===== src/rtl/uart_receiver_if.sv =====
// uart_receiver_if: serial line plus byte handshake between the UART receiver and its consumer.
interface uart_receiver_if;
   logic       rx;
   logic       rd;
   logic [7:0] data;
   logic       valid;
   logic       frame_err;
   logic       overrun;
   logic       busy;
   modport master (output rx, rd, input data, valid, frame_err, overrun, busy);
   modport slave (input rx, rd, output data, valid, frame_err, overrun, busy);
endinterface


===== src/rtl/uart_receiver.sv =====
// uart_receiver: 8N1 LSB-first UART receiver with centre sampling, VALID/RD byte handshake,
// framing-error pulse and sticky overrun flag.
module uart_receiver #(
   parameter int CLKS_PER_BIT = 1250
) (
   input logic           clk,
   input logic           rst,
   uart_receiver_if.slave bus
);
   localparam int HALF_BIT = CLKS_PER_BIT / 2;
   localparam int CW = $clog2(CLKS_PER_BIT);
   typedef enum logic [2:0] {IDLE, START, DATA, STOP, BRK} state_t;
   state_t        state, next;
   logic [1:0]    sync;
   logic          rx_s, tick, accept;
   logic [CW-1:0] cnt;
   logic [2:0]    idx;
   logic [7:0]    shreg, rx_byte;
   logic          valid, overrun;
   assign rx_s = sync[1];
   // START waits half a bit to reach the start-bit centre; later states wait whole bits
   assign tick = (state == START) ? (cnt == CW'(HALF_BIT - 1)) : (cnt == CW'(CLKS_PER_BIT - 1));
   assign accept = (state == STOP) && tick && rx_s;
   always_ff @(posedge clk or posedge rst) begin
      if (rst) state <= IDLE;
      else state <= next;
   end
   always_comb begin
      next = state;
      case (state)
         IDLE:  next = rx_s ? IDLE : START;
         START: next = tick ? (rx_s ? IDLE : DATA) : START;
         DATA:  next = (tick && idx == 3'd7) ? STOP : DATA;
         STOP:  next = tick ? (rx_s ? IDLE : BRK) : STOP;
         BRK:   next = rx_s ? IDLE : BRK;
         default: next = IDLE;
      endcase
   end
   always_comb begin
      bus.busy = state != IDLE;
      bus.frame_err = (state == STOP) && tick && !rx_s;
      bus.data = rx_byte;
      bus.valid = valid;
      bus.overrun = overrun;
   end
   always_ff @(posedge clk or posedge rst) begin
      if (rst) begin
         sync <= 2'b11;
         cnt <= '0;
         idx <= '0;
         shreg <= '0;
         rx_byte <= '0;
         valid <= 1'b0;
         overrun <= 1'b0;
      end else begin
         sync <= {sync[0], bus.rx};
         cnt <= (state == IDLE || state == BRK || tick) ? '0 : cnt + 1'b1;
         if (state == START && tick) idx <= '0;
         if (state == DATA && tick) begin
            shreg <= {rx_s, shreg[7:1]};
            idx <= idx + 1'b1;
         end
         // a read in the acceptance cycle makes room for the new byte instead of clearing it
         if (accept) begin
            if (!valid || bus.rd) begin
               rx_byte <= shreg;
               valid <= 1'b1;
            end else begin
               overrun <= 1'b1;
            end
         end else if (bus.rd) begin
            valid <= 1'b0;
            overrun <= 1'b0;
         end
      end
   end
endmodule

===== src/flat_wrapper.sv =====
// flat-port wrapper written by rule: the top's interface ports become plain ports
module uart_receiver_flat 
#(
   parameter int CLKS_PER_BIT = 1250
)
  (clk, rst, bus_rx, bus_rd, bus_data, bus_valid, bus_frame_err, bus_overrun, bus_busy);
  uart_receiver_if bus_i ();
  input logic clk;
  input logic rst;
  input wire logic [$bits(bus_i.rx)-1:0] bus_rx;
  input wire logic [$bits(bus_i.rd)-1:0] bus_rd;
  output wire logic [$bits(bus_i.data)-1:0] bus_data;
  output wire logic [$bits(bus_i.valid)-1:0] bus_valid;
  output wire logic [$bits(bus_i.frame_err)-1:0] bus_frame_err;
  output wire logic [$bits(bus_i.overrun)-1:0] bus_overrun;
  output wire logic [$bits(bus_i.busy)-1:0] bus_busy;
  assign bus_i.rx = bus_rx;
  assign bus_i.rd = bus_rd;
  assign bus_data = bus_i.data;
  assign bus_valid = bus_i.valid;
  assign bus_frame_err = bus_i.frame_err;
  assign bus_overrun = bus_i.overrun;
  assign bus_busy = bus_i.busy;
  uart_receiver #(.CLKS_PER_BIT(CLKS_PER_BIT)) u_core (.clk(clk), .rst(rst), .bus(bus_i));
endmodule

===== config.mk =====
export PLATFORM = sky130hd
export DESIGN_NAME = uart_receiver_flat
export DESIGN_NICKNAME = d
export VERILOG_FILES = /design/src/rtl/uart_receiver_if.sv /design/src/rtl/uart_receiver.sv /design/src/flat_wrapper.sv
export SDC_FILE = /design/constraint.sdc
export NUM_CORES = 1
export LEC_CHECK = 0
export CAP_MARGIN = 20
export CORE_AREA = 4 4 71 66
export CTS_BUF_LIST = sky130_fd_sc_hd__clkbuf_4 sky130_fd_sc_hd__clkbuf_8 sky130_fd_sc_hd__clkbuf_16
export CTS_CLUSTER_DIAMETER = 50
export CTS_CLUSTER_SIZE = 16
export DETAILED_ROUTE_END_ITERATION = 8
export DIE_AREA = 0 0 75 70
export SKIP_LAST_GASP = 1
export SYNTH_ARGS = -nofsm -noshare
export SYNTH_HDL_FRONTEND = slang
export SYNTH_SLANG_ARGS = --single-unit

===== constraint.sdc =====
create_clock -name clk -period 3.6 [get_ports clk]
set_clock_uncertainty 0.15 [all_clocks]
set_input_delay 0.72 -clock clk [delete_from_list [all_inputs] [get_ports clk]]
set_output_delay 0.72 -clock clk [all_outputs]
set_load 0.01 [all_outputs]

Word level (Yosys, flattened, before mapping)
Cells that the tools add are included.
Word-level totals
  word-level logic and storage cells: 53
  bits of input ports: 4
  output and inout bits: 12
  bits in registers: 37
Operators by class
  multiplexer cells: 16
  $add $sub $neg: 2
  reductions and logical operators: 18
  equal/unequal tests: 9
Operators by type and width (number)
  two-way mux 3 bit: 5
  one-hot mux 3 bit (5 select lines): 1
  adder 11 x 1 -> 11 bit (second input constant): 1
  == test 11 x 10 -> 1 bit (second input constant): 1
  == test 11 bit (second input constant): 1
  two-way mux 11 bit: 1
  two-way mux 1 bit: 8
  == test 3 x 2 -> 1 bit (second input constant): 2
  == test 3 bit (second input constant): 2
  logical AND 1 bit: 6
  AND reduction 2 bit: 3
  inequality test 2 bit (second input constant): 2
  nonzero test 2 bit: 2
  adder 3 x 1 -> 3 bit (second input constant): 1
  == test 3 x 1 -> 1 bit (second input constant): 1
  zero test 3 bit: 1
  logical OR 1 bit: 3
  nonzero test 3 bit: 1
  zero test 1 bit: 2
  two-way mux 2 bit: 1

Logic depth before layout (Yosys ltp)
  word-level depth: 6
  gate-level depth with buffers: 6
  gate-level depth less buffers: 5

Worst setup path before layout
OpenSTA, ideal clock, no wires.
  kind: register to output
  start: register u_core.cnt[4]
  end: output bus_frame_err
  required time: 2730 ps
  stages on the path, launching flop included: 5
  setup slack: 1374 ps
  arrival: 1356 ps
  buffers on the path: 0
  cells stage by stage: dfrtp_1 > and2b_2 > nand3b_1 > or3_1 > nor2_1
On the way
  cells in the longest elaborated chain, start to end: 4
  elaborated cells between the ends (all ways): 5
  classes of those cells: eq/ne (2); mux (1); reduce/logical (2)
Ends and longest elaborated chain
  start, declared: line uart_receiver.sv:16  | logic [CW-1:0] cnt;
  start signal, assigned: line uart_receiver.sv:57  | cnt <= (state == IDLE || state == BRK || tick) ? '0 : cnt + 1'b1;
  == test 11 bit / == test 11 x 10 -> 1 bit (equally long branches): line uart_receiver.sv:22  | assign tick = (state == START) ? (cnt == CW'(HALF_BIT - 1)) : (cnt == CW'(CLKS_PER_BIT - 1));
  two-way mux 1 bit (*): line uart_receiver.sv:22
  logical AND 1 bit (*) (2 in series): line uart_receiver.sv:41  | bus.frame_err = (state == STOP) && tick && !rx_s;
  end, declared: line flat_wrapper.sv:14  | output wire logic [$bits(bus_i.frame_err)-1:0] bus_frame_err;
Every way passes the cells marked *; elsewhere a longest branch is shown, timed or not.

Final worst setup path
Same ends and word-level chain as after synthesis.

==> qor.tcl <==
set qor(outcome) {finished, final reports clean}
set qor(clk_root_buffer_cell) {sky130_fd_sc_hd__clkbuf_8}
set qor(setup.worst_path.class) {reg2out}
set qor(synth.top_cell.area_share) 0.506
set qor(maxCapViolCount) 0
set qor(grt_pass1_wl_um) 5310
set qor(fmaxAchievable_ghz) 0.322
set qor(synth_async_sr_flop_share) 1.00
set qor(detail_route.wl_per_cell_um) 14.2
set qor(syn-instance-count) 147
set qor(clk_pin_slew_ps) 60
set qor(drtAntennaViolNets) 0
set qor(floorplan.io_pins) 16
set qor(proportion_of_synthesized_chip_area_in_sequential_cells) 0.537
set qor(grt_pass1_vias) 1165
set qor(hold_fix_buffers_at_cts) 0
set qor(post-cts-setup-buffers) 0
set qor(vdd_ir_drop_max_mv) 0.248
set qor(hpwlAfterDp_um) 2180
set qor(synth.largest_area_cell) {sky130_fd_sc_hd__dfrtp_1}
set qor(final-max-slew-violation-count) 0
set qor(cts_tree) {yes}
set qor(area_growth_syn_to_layout_pct) 16.4
set qor(postCtsResizedCells) 0
set qor(clock_sinks) 37
set qor(grtUsageTotal) 0.131
set qor(design.die.area_sq_mm) 0.00525
set qor(number_of_enable_type_register_cells_in_the_synthesized_netlist) 0
set qor(number_of_buffers_on_the_longest_clock_path) 2
set qor(grt_antenna_before_repair) 0
set qor(rsz0062_at_grt) {no}
set qor(drive_above_1_share) 0.198
set qor(cp_data_required_time_ps) 2730
set qor(portBuffers) 15
set qor(cts_htree_levels) 2
set qor(endpoint_type_of_the_worst_setup_path) {primary output}
set qor(firstDrtPassIters) 4
set qor(fp.dieW_um) 75
set qor(slew_headroom) 0.540
set qor(worst_skew_pair.late_latency_ps) 280
set qor(net_count_after_synthesis) 154
set qor(diodes) 0
set qor(die_h_um) 70
set qor(postSynthRegisterBits) 37
set qor(design.final.nets) 173
set qor(timing.setup.tns_ps) 0
set qor(yosys_warnings) 0
set qor(crit_path_start_kind) {flop}
set qor(aggregate_global_routing_overflow) 0
set qor(via_count) 1155
set qor(synth-main-ff-cell) {sky130_fd_sc_hd__dfrtp_1}
set qor(route.final.wire_length_um) 3050
set qor(hold_ws_ps) 206
set qor(pwr_density_cell_mw_per_mm2) 353
set qor(starting_density_of_the_core) 0.434
set qor(number_of_vias_per_cell_after_detailed_routing) 5.37
set qor(cts-buffers-inserted) 5
set qor(worst_pin_slew_ps) 684
set qor(drtIter0Drc) 97
set qor(core_region_area_sq_mm) 0.00399
set qor(std_cell_rows) 22
set qor(yosys-top-cells-area) {sky130_fd_sc_hd__dfrtp_1 (51%), sky130_fd_sc_hd__mux2_2 (9.8%), sky130_fd_sc_hd__xor2_1 (4.0%), sky130_fd_sc_hd__dfstp_2 (3.0%), sky130_fd_sc_hd__ha_1 (2.2%)}
set qor(yosys.cell_count.top_type) {sky130_fd_sc_hd__dfrtp_1}
set qor(layout_worst_path_cycle_share) 0.862
set qor(pin_count_of_the_biggest_net_entering_global_routing) 38
set qor(remaining_drcs) 0
set qor(setup_viol) 0
set qor(hold_path_class) {reg2reg}
set qor(period_needed_ps) 3100
set qor(globalplace.congestion) 0.827
set qor(max_fo_critical_path) 8
set qor(synth.cells.most_frequent) {sky130_fd_sc_hd__dfrtp_1 (35), sky130_fd_sc_hd__mux2_2 (15), sky130_fd_sc_hd__nor2_1 (10), sky130_fd_sc_hd__nand2_1 (8), sky130_fd_sc_hd__xor2_1 (8)}
set qor(post_synth_num_cell_types) 38
set qor(leakage_nw) 0.898
set qor(critical_path_arrival_ps) 2230
set qor(synth_area_sq_mm) 0.00173
set qor(synthesis.area_per_instance_sq_um) 11.8
set qor(hold_viol_final) 0
per-layer routing:
layer,vias up,GRT usage,part of all wire
li1,560,-,-
met1,563,0.170,0.48
met2,24,0.190,0.45
met3,8,0.0547,0.049
met4,0,0.0573,0.022
met5,-,0,0
metrics by stage:
step,utilization,power (mW),std cells,area [sq um],setup slack (ps)
6_report,0.505,0.712,215,2010,496
5_1_grt,0.505,0.747,215,2010,396
4_1_cts,0.505,0.724,215,2010,497
3_5_place_dp,0.482,0.440,207,1930,807
3_3_place_gp,0.482,0.440,207,1930,857
2_1_floorplan,-,0.433,147,1730,1370
sequential cells by signal, indices dropped and copies added (netlist names):
name	flops
u_core.bus.valid	1
u_core.idx	3
u_core.bus.data	8
u_core.bus.overrun	1
u_core.cnt	11
u_core.sync	2
u_core.state	3
u_core.shreg	8
layout by cell type, fill, tap and decap left out, types with 3 or more instances in the layout:
master,count
sky130_fd_sc_hd__nand3b_1,3
sky130_fd_sc_hd__dfrtp_1,35
sky130_fd_sc_hd__a21oi_1,3
sky130_fd_sc_hd__inv_1,6
sky130_fd_sc_hd__nor3_1,6
sky130_fd_sc_hd__clkdlybuf4s50_1,15
sky130_fd_sc_hd__o21ai_0,3
sky130_fd_sc_hd__mux2_2,15
sky130_fd_sc_hd__nand2_1,8
sky130_fd_sc_hd__nor2_1,10
sky130_fd_sc_hd__nor3b_1,3
sky130_fd_sc_hd__xor2_1,8
sky130_fd_sc_hd__clkbuf_8,5
sky130_fd_sc_hd__nand4_1,3
sky130_fd_sc_hd__nand3_1,7
sky130_fd_sc_hd__nand2b_1,3
sky130_fd_sc_hd__ha_1,3
where the power goes:
part / total, mW / switching (mW) / internal (mW)
clock: 0.280 / 0.129 / 0.151
sequential: 0.419 / 0.00126 / 0.418
combinational: 0.0128 / 0.00868 / 0.00415
final timing paths:
path / from / to / slack [ps] / depth (start not counted)
setup reg to reg: u_core.cnt[4]$_DFF_PP0_ / u_core.bus.data[4]$_DFFE_PP0P_ / 1380 / 4
min in group asynchronous: rst / u_core.bus.data[0]$_DFFE_PP0P_ / 680 / 3
hold reg to reg: u_core.sync[0]$_DFF_PP1_ / u_core.sync[1]$_DFF_PP1_ / 210 / 0
hold / removal: u_core.sync[0]$_DFF_PP1_ / u_core.sync[1]$_DFF_PP1_ / 210 / 0
setup / recovery: u_core.cnt[4]$_DFF_PP0_ / bus_frame_err / 500 / 5
max in group asynchronous: rst / u_core.sync[0]$_DFF_PP1_ / 2280 / 3
cell type report:
class	count	area, sq um
fill	336	1980
sequential	37	928
multi-input combinational	99	749
timing repair buffer	17	165
clock buffer	7	83.8
tap	48	60.1
inverter	6	22.5
clock inverter	1	5.00
critical path, stage by stage, from the launching register on:
cell and delay, ps:
sky130_fd_sc_hd__dfrtp_1 460, sky130_fd_sc_hd__and2b_2 280, sky130_fd_sc_hd__nand3b_1 150, sky130_fd_sc_hd__or3_1 400, sky130_fd_sc_hd__nor2_1 120, sky130_fd_sc_hd__clkdlybuf4s50_1 540
cell families after synthesis:
kind of cell,count (synthesis),share of synthesized area
AND/OR/NAND/NOR,59,0.216
flip-flops,37,0.537
multiplexers,15,0.0976
AO/OA/AOI/OAI,13,0.0521
buffers and inverters,11,0.0304
XOR/XNOR,9,0.0456
adder cells (fa/ha/maj),3,0.0217
No activity file was read; power rests on OpenSTA's default activity.
